[src/rtl/sort_sched_if.sv]
// Requester, result and sorter-side signals of sort_sched, grouped as one bus.
// The slave modport is the scheduler; the master modport is its environment.
interface sort_sched_if #(
   parameter int max_size = 16,
   parameter int bit_size = 16
);
   logic                         req0;
   logic                         req1;
   logic [bit_size-1:0]          n0;
   logic [bit_size-1:0]          n1;
   logic [bit_size-1:0]          din0;
   logic [bit_size-1:0]          din1;
   logic                         din_valid0;
   logic                         din_valid1;
   logic                         gnt0;
   logic                         gnt1;
   logic                         din_ready;
   logic [bit_size-1:0]          dout;
   logic                         dout_valid;
   logic                         dout_last;
   logic                         dout_id;
   logic                         err;
   logic [bit_size-1:0]          s_n;
   logic [bit_size-1:0]          s_dataIn;
   logic                         s_R_I;
   logic                         s_reset;
   logic [bit_size*max_size-1:0] s_dataOut;
   logic                         s_R_O;

   modport slave (
      input  req0, req1, n0, n1, din0, din1, din_valid0, din_valid1, s_dataOut, s_R_O,
      output gnt0, gnt1, din_ready, dout, dout_valid, dout_last, dout_id, err,
             s_n, s_dataIn, s_R_I, s_reset
   );

   modport master (
      output req0, req1, n0, n1, din0, din1, din_valid0, din_valid1, s_dataOut, s_R_O,
      input  gnt0, gnt1, din_ready, dout, dout_valid, dout_last, dout_id, err,
             s_n, s_dataIn, s_R_I, s_reset
   );
endinterface

[src/rtl/sort_sched.sv]
// Two-requester front end for an external parallel sorter: arbitrates jobs, streams
// elements into the sorter, then drains its descending result in ascending order.
module sort_sched #(
   parameter int max_size = 16,
   parameter int bit_size = 16
) (
   input logic         clk,
   input logic         reset,
   sort_sched_if.slave bus
);
   localparam int                  idx_w = (max_size > 1) ? $clog2(max_size) : 1;
   localparam logic [bit_size-1:0] max_n = bit_size'(max_size);

   localparam logic [2:0] IDLE  = 3'd0;
   localparam logic [2:0] CLR   = 3'd1;
   localparam logic [2:0] WAIT  = 3'd2;
   localparam logic [2:0] LOAD  = 3'd3;
   localparam logic [2:0] SORT  = 3'd4;
   localparam logic [2:0] DRAIN = 3'd5;
   localparam logic [2:0] ERR   = 3'd6;

   logic [2:0]                   state;
   logic [2:0]                   state_nx;
   logic                         id_reg;
   logic                         ptr;
   logic                         sorted;
   logic [bit_size-1:0]          n_reg;
   logic [bit_size-1:0]          count;
   logic [idx_w-1:0]             idx;
   logic [bit_size*max_size-1:0] res_q;
   logic [bit_size-1:0]          slice [max_size];

   logic                         any_req;
   logic                         grant_id;
   logic [bit_size-1:0]          n_sel;
   logic                         n_bad;
   logic                         sel_valid;
   logic [bit_size-1:0]          sel_din;
   logic                         load_ready;
   logic                         accept;
   logic                         last_load;

   // Slice k of the sorter result is its (k+1)-th largest element.
   for (genvar k = 0; k < max_size; k++) begin : g_slice
      assign slice[k] = res_q[k*bit_size +: bit_size];
   end

   // Round-robin only matters on a tie; a lone requester is granted directly.
   assign any_req   = bus.req0 || bus.req1;
   assign grant_id  = (bus.req0 && bus.req1) ? ptr : bus.req1;
   assign n_sel     = grant_id ? bus.n1 : bus.n0;
   assign n_bad     = (n_sel == '0) || (n_sel > max_n);

   assign sel_valid  = id_reg ? bus.din_valid1 : bus.din_valid0;
   assign sel_din    = id_reg ? bus.din1 : bus.din0;
   assign load_ready = (state == LOAD) && (count < n_reg);
   assign accept     = load_ready && sel_valid;
   assign last_load  = accept && (count == n_reg - bit_size'(1));

   // NOTE: every combinational output gets a default first so no path infers a latch.
   always_comb begin
      state_nx = state;
      case (state)
         IDLE:    if (any_req) state_nx = n_bad ? ERR : CLR;
         CLR:     state_nx = WAIT;
         WAIT:    state_nx = LOAD;
         LOAD:    if (last_load) state_nx = SORT;
         SORT:    if (sorted) state_nx = DRAIN;
         DRAIN:   if (idx == '0) state_nx = IDLE;
         ERR:     state_nx = IDLE;
         default: state_nx = IDLE;
      endcase
   end

   // NOTE: sequential state uses non-blocking assignments so all registers update together.
   always_ff @(posedge clk or negedge reset) begin
      if (!reset) begin
         state  <= IDLE;
         id_reg <= 1'b0;
         ptr    <= 1'b0;
         sorted <= 1'b0;
         n_reg  <= '0;
         count  <= '0;
         idx    <= '0;
      end else begin
         state <= state_nx;
         case (state)
            IDLE: begin
               if (any_req) begin
                  id_reg <= grant_id;
                  n_reg  <= n_sel;
                  count  <= '0;
                  sorted <= 1'b0;
               end
            end
            LOAD: if (accept) count <= count + bit_size'(1);
            SORT: begin
               // The result is registered one cycle before draining starts.
               if (bus.s_R_O) sorted <= 1'b1;
               if (sorted) idx <= idx_w'(n_reg - bit_size'(1));
            end
            DRAIN: begin
               idx <= idx - idx_w'(1);
               if (idx == '0) ptr <= ~id_reg;
            end
            ERR: ptr <= ~id_reg;
            default: ;
         endcase
      end
   end

   // NOTE: the result buffer has no reset; it is always written on s_R_O before DRAIN reads it.
   always_ff @(posedge clk) begin
      if ((state == SORT) && bus.s_R_O && !sorted) res_q <= bus.s_dataOut;
   end

   assign bus.gnt0       = (state != IDLE) && !id_reg;
   assign bus.gnt1       = (state != IDLE) && id_reg;
   assign bus.din_ready  = load_ready;
   assign bus.s_R_I      = accept;
   assign bus.s_dataIn   = (state == LOAD) ? sel_din : '0;
   assign bus.s_n        = n_reg;
   assign bus.s_reset    = !reset || (state == CLR);
   assign bus.dout       = (state == DRAIN) ? slice[idx] : '0;
   assign bus.dout_valid = (state == DRAIN);
   assign bus.dout_last  = ((state == DRAIN) && (idx == '0)) || (state == ERR);
   assign bus.dout_id    = ((state == DRAIN) || (state == ERR)) && id_reg;
   assign bus.err        = (state == ERR);
endmodule

[src/flat_wrapper.sv]
// flat-port wrapper written by rule: the top's interface ports become plain ports
module sort_sched_flat 
#(
   parameter int max_size = 16,
   parameter int bit_size = 16
)
  (clk, reset, bus_req0, bus_req1, bus_n0, bus_n1, bus_din0, bus_din1, bus_din_valid0, bus_din_valid1, bus_s_dataOut, bus_s_R_O, bus_gnt0, bus_gnt1, bus_din_ready, bus_dout, bus_dout_valid, bus_dout_last, bus_dout_id, bus_err, bus_s_n, bus_s_dataIn, bus_s_R_I, bus_s_reset);
  sort_sched_if #(.max_size(max_size), .bit_size(bit_size)) bus_i ();
  input logic clk;
  input logic reset;
  input wire logic [$bits(bus_i.req0)-1:0] bus_req0;
  input wire logic [$bits(bus_i.req1)-1:0] bus_req1;
  input wire logic [$bits(bus_i.n0)-1:0] bus_n0;
  input wire logic [$bits(bus_i.n1)-1:0] bus_n1;
  input wire logic [$bits(bus_i.din0)-1:0] bus_din0;
  input wire logic [$bits(bus_i.din1)-1:0] bus_din1;
  input wire logic [$bits(bus_i.din_valid0)-1:0] bus_din_valid0;
  input wire logic [$bits(bus_i.din_valid1)-1:0] bus_din_valid1;
  input wire logic [$bits(bus_i.s_dataOut)-1:0] bus_s_dataOut;
  input wire logic [$bits(bus_i.s_R_O)-1:0] bus_s_R_O;
  output wire logic [$bits(bus_i.gnt0)-1:0] bus_gnt0;
  output wire logic [$bits(bus_i.gnt1)-1:0] bus_gnt1;
  output wire logic [$bits(bus_i.din_ready)-1:0] bus_din_ready;
  output wire logic [$bits(bus_i.dout)-1:0] bus_dout;
  output wire logic [$bits(bus_i.dout_valid)-1:0] bus_dout_valid;
  output wire logic [$bits(bus_i.dout_last)-1:0] bus_dout_last;
  output wire logic [$bits(bus_i.dout_id)-1:0] bus_dout_id;
  output wire logic [$bits(bus_i.err)-1:0] bus_err;
  output wire logic [$bits(bus_i.s_n)-1:0] bus_s_n;
  output wire logic [$bits(bus_i.s_dataIn)-1:0] bus_s_dataIn;
  output wire logic [$bits(bus_i.s_R_I)-1:0] bus_s_R_I;
  output wire logic [$bits(bus_i.s_reset)-1:0] bus_s_reset;
  assign bus_i.req0 = bus_req0;
  assign bus_i.req1 = bus_req1;
  assign bus_i.n0 = bus_n0;
  assign bus_i.n1 = bus_n1;
  assign bus_i.din0 = bus_din0;
  assign bus_i.din1 = bus_din1;
  assign bus_i.din_valid0 = bus_din_valid0;
  assign bus_i.din_valid1 = bus_din_valid1;
  assign bus_i.s_dataOut = bus_s_dataOut;
  assign bus_i.s_R_O = bus_s_R_O;
  assign bus_gnt0 = bus_i.gnt0;
  assign bus_gnt1 = bus_i.gnt1;
  assign bus_din_ready = bus_i.din_ready;
  assign bus_dout = bus_i.dout;
  assign bus_dout_valid = bus_i.dout_valid;
  assign bus_dout_last = bus_i.dout_last;
  assign bus_dout_id = bus_i.dout_id;
  assign bus_err = bus_i.err;
  assign bus_s_n = bus_i.s_n;
  assign bus_s_dataIn = bus_i.s_dataIn;
  assign bus_s_R_I = bus_i.s_R_I;
  assign bus_s_reset = bus_i.s_reset;
  sort_sched #(.max_size(max_size), .bit_size(bit_size)) u_core (.clk(clk), .reset(reset), .bus(bus_i));
endmodule
[config.mk]
export PLATFORM = sky130hd
export DESIGN_NAME = sort_sched_flat
export DESIGN_NICKNAME = d
export VERILOG_FILES = /design/src/rtl/sort_sched_if.sv /design/src/rtl/sort_sched.sv /design/src/flat_wrapper.sv
export SDC_FILE = /design/constraint.sdc
export NUM_CORES = 1
export LEC_CHECK = 0
export CORE_MARGIN = 2
export CORE_UTILIZATION = 52
export DETAILED_ROUTE_END_ITERATION = 12
export PLACE_DENSITY = 0.84
export SLEW_MARGIN = 10
export SYNTH_ARGS = -nofsm -noshare
export SYNTH_HDL_FRONTEND = slang
export SYNTH_SLANG_ARGS = --single-unit
[constraint.sdc]
create_clock -name clk -period 19.7 [get_ports clk]
set_input_delay 4.925 -clock clk [delete_from_list [all_inputs] [get_ports clk]]
set_output_delay 4.925 -clock clk [all_outputs]
set_load 0.005 [all_outputs]
-- Yosys cells after proc, flatten, opt, wreduce, memory -nomap -nowiden
Cells that the tools add are included.
- register bits: 298
- bits in latches: 0
- bits in writable memories: 0
- ROM bits: 0
- bits of input ports: 327
- word-level logic and storage cells: 86
- memories kept: 0
- add/sub/neg operators: 3
- multiply operators: 0
- divide/modulo/power cells: 0
- magnitude comparators: 3
- eq/ne operators: 13
- shift-type cells: 0
- muxes and demuxes: 25
- bitwise gates (word level): 2
- reductions and logical operators: 32
- operators with widths (cell ; count):
    16-bit two-way mux ; 8
    16-bit binary-select mux with 4-bit select ; 1
    16-bit one-hot mux with 2 select lines ; 1
    3-bit one-hot mux with 6 select lines ; 1
    16-bit by 1-bit adder with 16-bit output, second input constant ; 1
    16-bit == test ; 1
    16-bit by 5-bit greater-than comparator with 1-bit output, second input constant ; 1
    16-bit logical NOT ; 1
    16-bit < comparator ; 1
    16-bit by 1-bit subtractor with 16-bit output, second input constant ; 1
    3-bit two-way mux ; 5
    1-bit logical AND ; 10
    2-bit by 1-bit inequality test with 1-bit output, second input constant ; 5
    3-bit == test, second input constant ; 3
    4-bit one-hot mux with 2 select lines ; 1
    2-bit nonzero test ; 4
    3-bit by 2-bit == test with 1-bit output, second input constant ; 2
    2-bit AND reduction ; 3
    3-bit AND reduction ; 2
    5-bit greater-or-equal comparator, second input constant ; 1
    1-bit logical OR ; 5
    1-bit two-way mux ; 5
    4-bit NOT with 5-bit output ; 1
    4-bit logical NOT ; 1
    other kinds (10) ; 13

-- Longest topological paths before layout
- word-level depth: 8
- gate-level depth with buffers: 13
- gate-level depth less buffers: 10

-- Worst setup path before layout
OpenSTA, ideal clock, no wires.
- kind: input to register
- from: input bus_s_R_O
- to: register u_core.res_q[0] (enable)
- data arrival time: 15.589 ns
- slack: 3.235 ns
- cell stages on the path: 2
- cell sequence: nand2_1 nor2_1
- word-level cells in the longest chain between the ends: 2
- RTL lines (item ; line ; source):
    start, declared ; flat_wrapper.sv:20 ; input wire logic [$bits(bus_i.s_R_O)-1:0] bus_s_R_O;
    1-bit logical AND (2 in a row) ; sort_sched.sv:114 ; if ((state == SORT) && bus.s_R_O && !sorted) res_q <= bus.s_dataOut;
    end signal, assigned ; sort_sched.sv:114 ;
    end, declared ; sort_sched.sv:30 ; logic [bit_size*max_size-1:0] res_q;
No other way between the ends.
A chain may end at the register's enable or synchronous reset.

-- Worst setup path after layout
- from: input bus_din_valid1
- to: output bus_s_R_I
- word-level cells in the longest chain between the ends: 2
- RTL lines (item ; line ; source):
    start, declared ; flat_wrapper.sv:18 ; input wire logic [$bits(bus_i.din_valid1)-1:0] bus_din_valid1;
    1-bit two-way mux ; sort_sched.sv:54 ; assign sel_valid = id_reg ? bus.din_valid1 : bus.din_valid0;
    1-bit logical AND ; sort_sched.sv:57 ; assign accept = load_ready && sel_valid;
    end, declared ; flat_wrapper.sv:31 ; output wire logic [$bits(bus_i.s_R_I)-1:0] bus_s_R_I;
No other way between the ends.

==> results.md <==
* Pwr/cell area at 101 nW/um2
* Pins over their slew limit at 0
* Area grow syn2layout at 38.9%
* Switching share of power at 28.5%
* Synth Warn # at 0
* Clock root buffer: clkbuf_16
* Final Skew at 0.00825 ns
* Post-CTS sizing at 0
* Die Ht at 163 um
* Clock Sinks at 298
* Count leader, synth: edfxtp_1
* WL final at 37.1 mm
* Slowest cell on the critical path: clkdlybuf4s50_1
* Post-Syn Area at 13,200 um2
* Min-delay src: u_core.ptr
* Max Cap Viol at 0
* Psw at 530 uW
* Sequential area share after synthesis at 66.2%
* Reg2reg start: u_core.state[2]
* H-tree depth at 1
* Async SR Flop Fraction at 14.1%
* Setup crit end kind: primary output
* CP required at 14.78 ns
* Reg2reg setup slack at 15.85 ns
* Headroom to the max-slew limit at 26.0%
* Cells after synthesis at 839
* Synth Register Bits at 298
* Critical Path Start: bus_din_valid1
* Synth Flop Type: edfxtp_1
* Sequential power share at 42.1%
* Status: finished, final reports clean
* Max Buffers Root-to-Sink at 3
* CP dominant cell by count: clkdlybuf4s50_1
* Initial antenna violation count at 8
* Core area at 25,000 um2
* Hpwl dp at 26.6 mm
* Drt via density at 5.67
* Comb power frac at 27.5%
* Layout cells sized above 1 at 11.2%
* Period utilization at 59.8%
* Dpl cells at 1,516
* Finished Layout Cells at 1,580
* Final Hold Viols at 0
* Crit path largest cell delay at 0.55 ns
* Worst slew pin tran at 1.11 ns
* Crit path arrival time at 6.86 ns
* Post-CTS Hold Buffers at 0
* CTS tree: built
* Nets at 1,565
* Top post-synthesis cells by count: edfxtp_1 (256), mux4_2 (71), o21ai_0 (52)
* Largest cells by area after synthesis: edfxtp_1 (58%), mux4_2 (12%), dfrtp_1 (8.0%)
* Syn_nets at 1,185
* Total CTS buffers at 31
* Clk pwr share at 30.4%
* Fin Setup TNS at 0 ns
* Via count of the first global-routing pass at 9,538
* Max reg flops at 256
* Die W at 163 um
* Top reg by flops: u_core.res_q
* Startpoint Class: primary input
* 1st-iter DRT viols at 698
* Std cell rows at 58
* RSZ-0062 raised after global routing: false
* Post-DRT Antenna Nets at 0
* Gr usage total at 28.0%
* Worst hold-check path type: flip-flop to flip-flop
* Final setup vio count at 0
* Die ar. at 26,700 um2
* IO buf count at 383
* Largest net degree at the start of global routing at 91
* Tmin final at 11.79 ns
* First-pass GRT wire length at 55.2 mm
* Internal Power at 1.33 mW
* Post-CTS Setup Repair Bufs at 0
* Max IR drop VDD at 0.0918 mV
* Synth top area share at 58.2%
* Filler cells at 1,566
* Cell taking the most area after synthesis: edfxtp_1
* Syn avg cell area at 15.7 um2
* Worst Path Max Fanout at 6
* Family with the most delay on the worst path: buffers and inverters
* Router iterations before antenna repair at 5
* Pleak at 6.36 nW
* Routed WL per cell at 23.5 um
* Post-synth EDFFs at 256
* GRT overflow at 0
* Num ports at 384
* Synth unique cells at 55
* Design Power at 1.86 mW
* DR vias at 8,965
* Worst path cell trace: clkdlybuf4s50_1 -> mux2i_1 -> a211oi_1 -> nand2_1 -> inv_1 -> clkdlybuf4s50_1
* DRC errors left at 0
* Clock Latency Late Sink at 0.57 ns
* Crit path buf inv count at 3
* Initial Util at 52.8%
* Fmax achieved at 0.0848 GHz
* Worst Setup Path Type: primary input to primary output
* Gp weighted congestion at 0.878
* Clock-pin transition on the worst setup and hold timing paths at 0.06 ns
[logic make-up (layout without fill, tap and decap cells)]
family          after synthesis  count (layout)  synth area share, %
compound gates              116             116                 5.19
xor+xnor                     23              23                 1.53
fa+ha+maj                    19              19                 1.80
buf+inv                      73             478                 2.22
flops                       298             298                 66.2
mux                         116             116                 15.5
other cells                   0               6                    0
simple gates                194             194                 7.56
[cell usage in the layout, fill, tap and decap left out, types with 5 or more instances in the layout]
cell type / instances
clkdlybuf4s50_1: 382
nor4_1: 11
nand2_1: 49
nand3_1: 13
xnor2_1: 15
and2_1: 15
buf_4: 10
mux4_2: 71
dfrtp_1: 40
ha_1: 19
xor2_1: 8
diode_2: 6
edfxtp_1: 256
nand2b_1: 5
mux2i_1: 42
clkbuf_1: 13
inv_1: 27
o21ai_0: 50
a21oi_1: 31
nor2_1: 37
or3_1: 15
nand4_1: 10
clkbuf_16: 31
nor3_1: 12
or4_1: 5
[final timing paths]
check                               endpoint  depth (start not counted)
hold / removal                    u_core.ptr                          2
setup reg to reg           u_core.res_q[148]                          5
min in group asynchronous   u_core.count[11]                          2
hold reg to reg                   u_core.ptr                          2
max in group asynchronous      u_core.idx[0]                          2
setup / recovery                   bus_s_R_I                          6
[stage by stage]
stage,worst slack (ns),hold slack (ns),area (um2),util [%]
floorplan,3.23,0.491,13200,-
global placement,8.07,0.539,17400,69.3
detailed placement,7.99,0.548,17400,69.3
CTS,7.93,0.561,18300,73.2
global route,7.73,0.588,18300,73.3
finish,7.91,0.556,18300,73.3
[tightest hold or removal path: stages, from the launching register on]
cell and delay, ns:
dfrtp_1 0.36, nor2_1 0.05, a21oi_1 0.10
[routing by layer]
metal  global-route usage (%)  wire length [um]  up-vias
li1                         -                 -     4071
met4                     8.93               989        2
met3                     6.53              3040       68
met2                     49.4             19500      415
met1                     34.1             13600     4409
met5                        0                13        -
[final cells by class]
cell class / instances / area (um2) / area share (%)
antenna: 6 / 15.0 / 0.0818
timing repair buffer: 393 / 3900 / 21.3
inverter: 27 / 101 / 0.552
multi-input combinational: 468 / 4190 / 22.8
sequential: 298 / 8740 / 47.7
tap: 330 / 413 / 2.25
clock inverter: 12 / 126 / 0.689
clock buffer: 46 / 852 / 4.64
[power by group through the flow]
stage	clock network (mW)	logic [mW]	registers, mW
3_3_place_gp	0	0.495	0.793
2_1_floorplan	0	0.336	0.752
5_1_grt	0.597	0.557	0.788
3_5_place_dp	0	0.507	0.795
6_report	0.564	0.510	0.782
4_1_cts	0.574	0.512	0.782
Note: power is estimated with default switching activity, not from simulation.
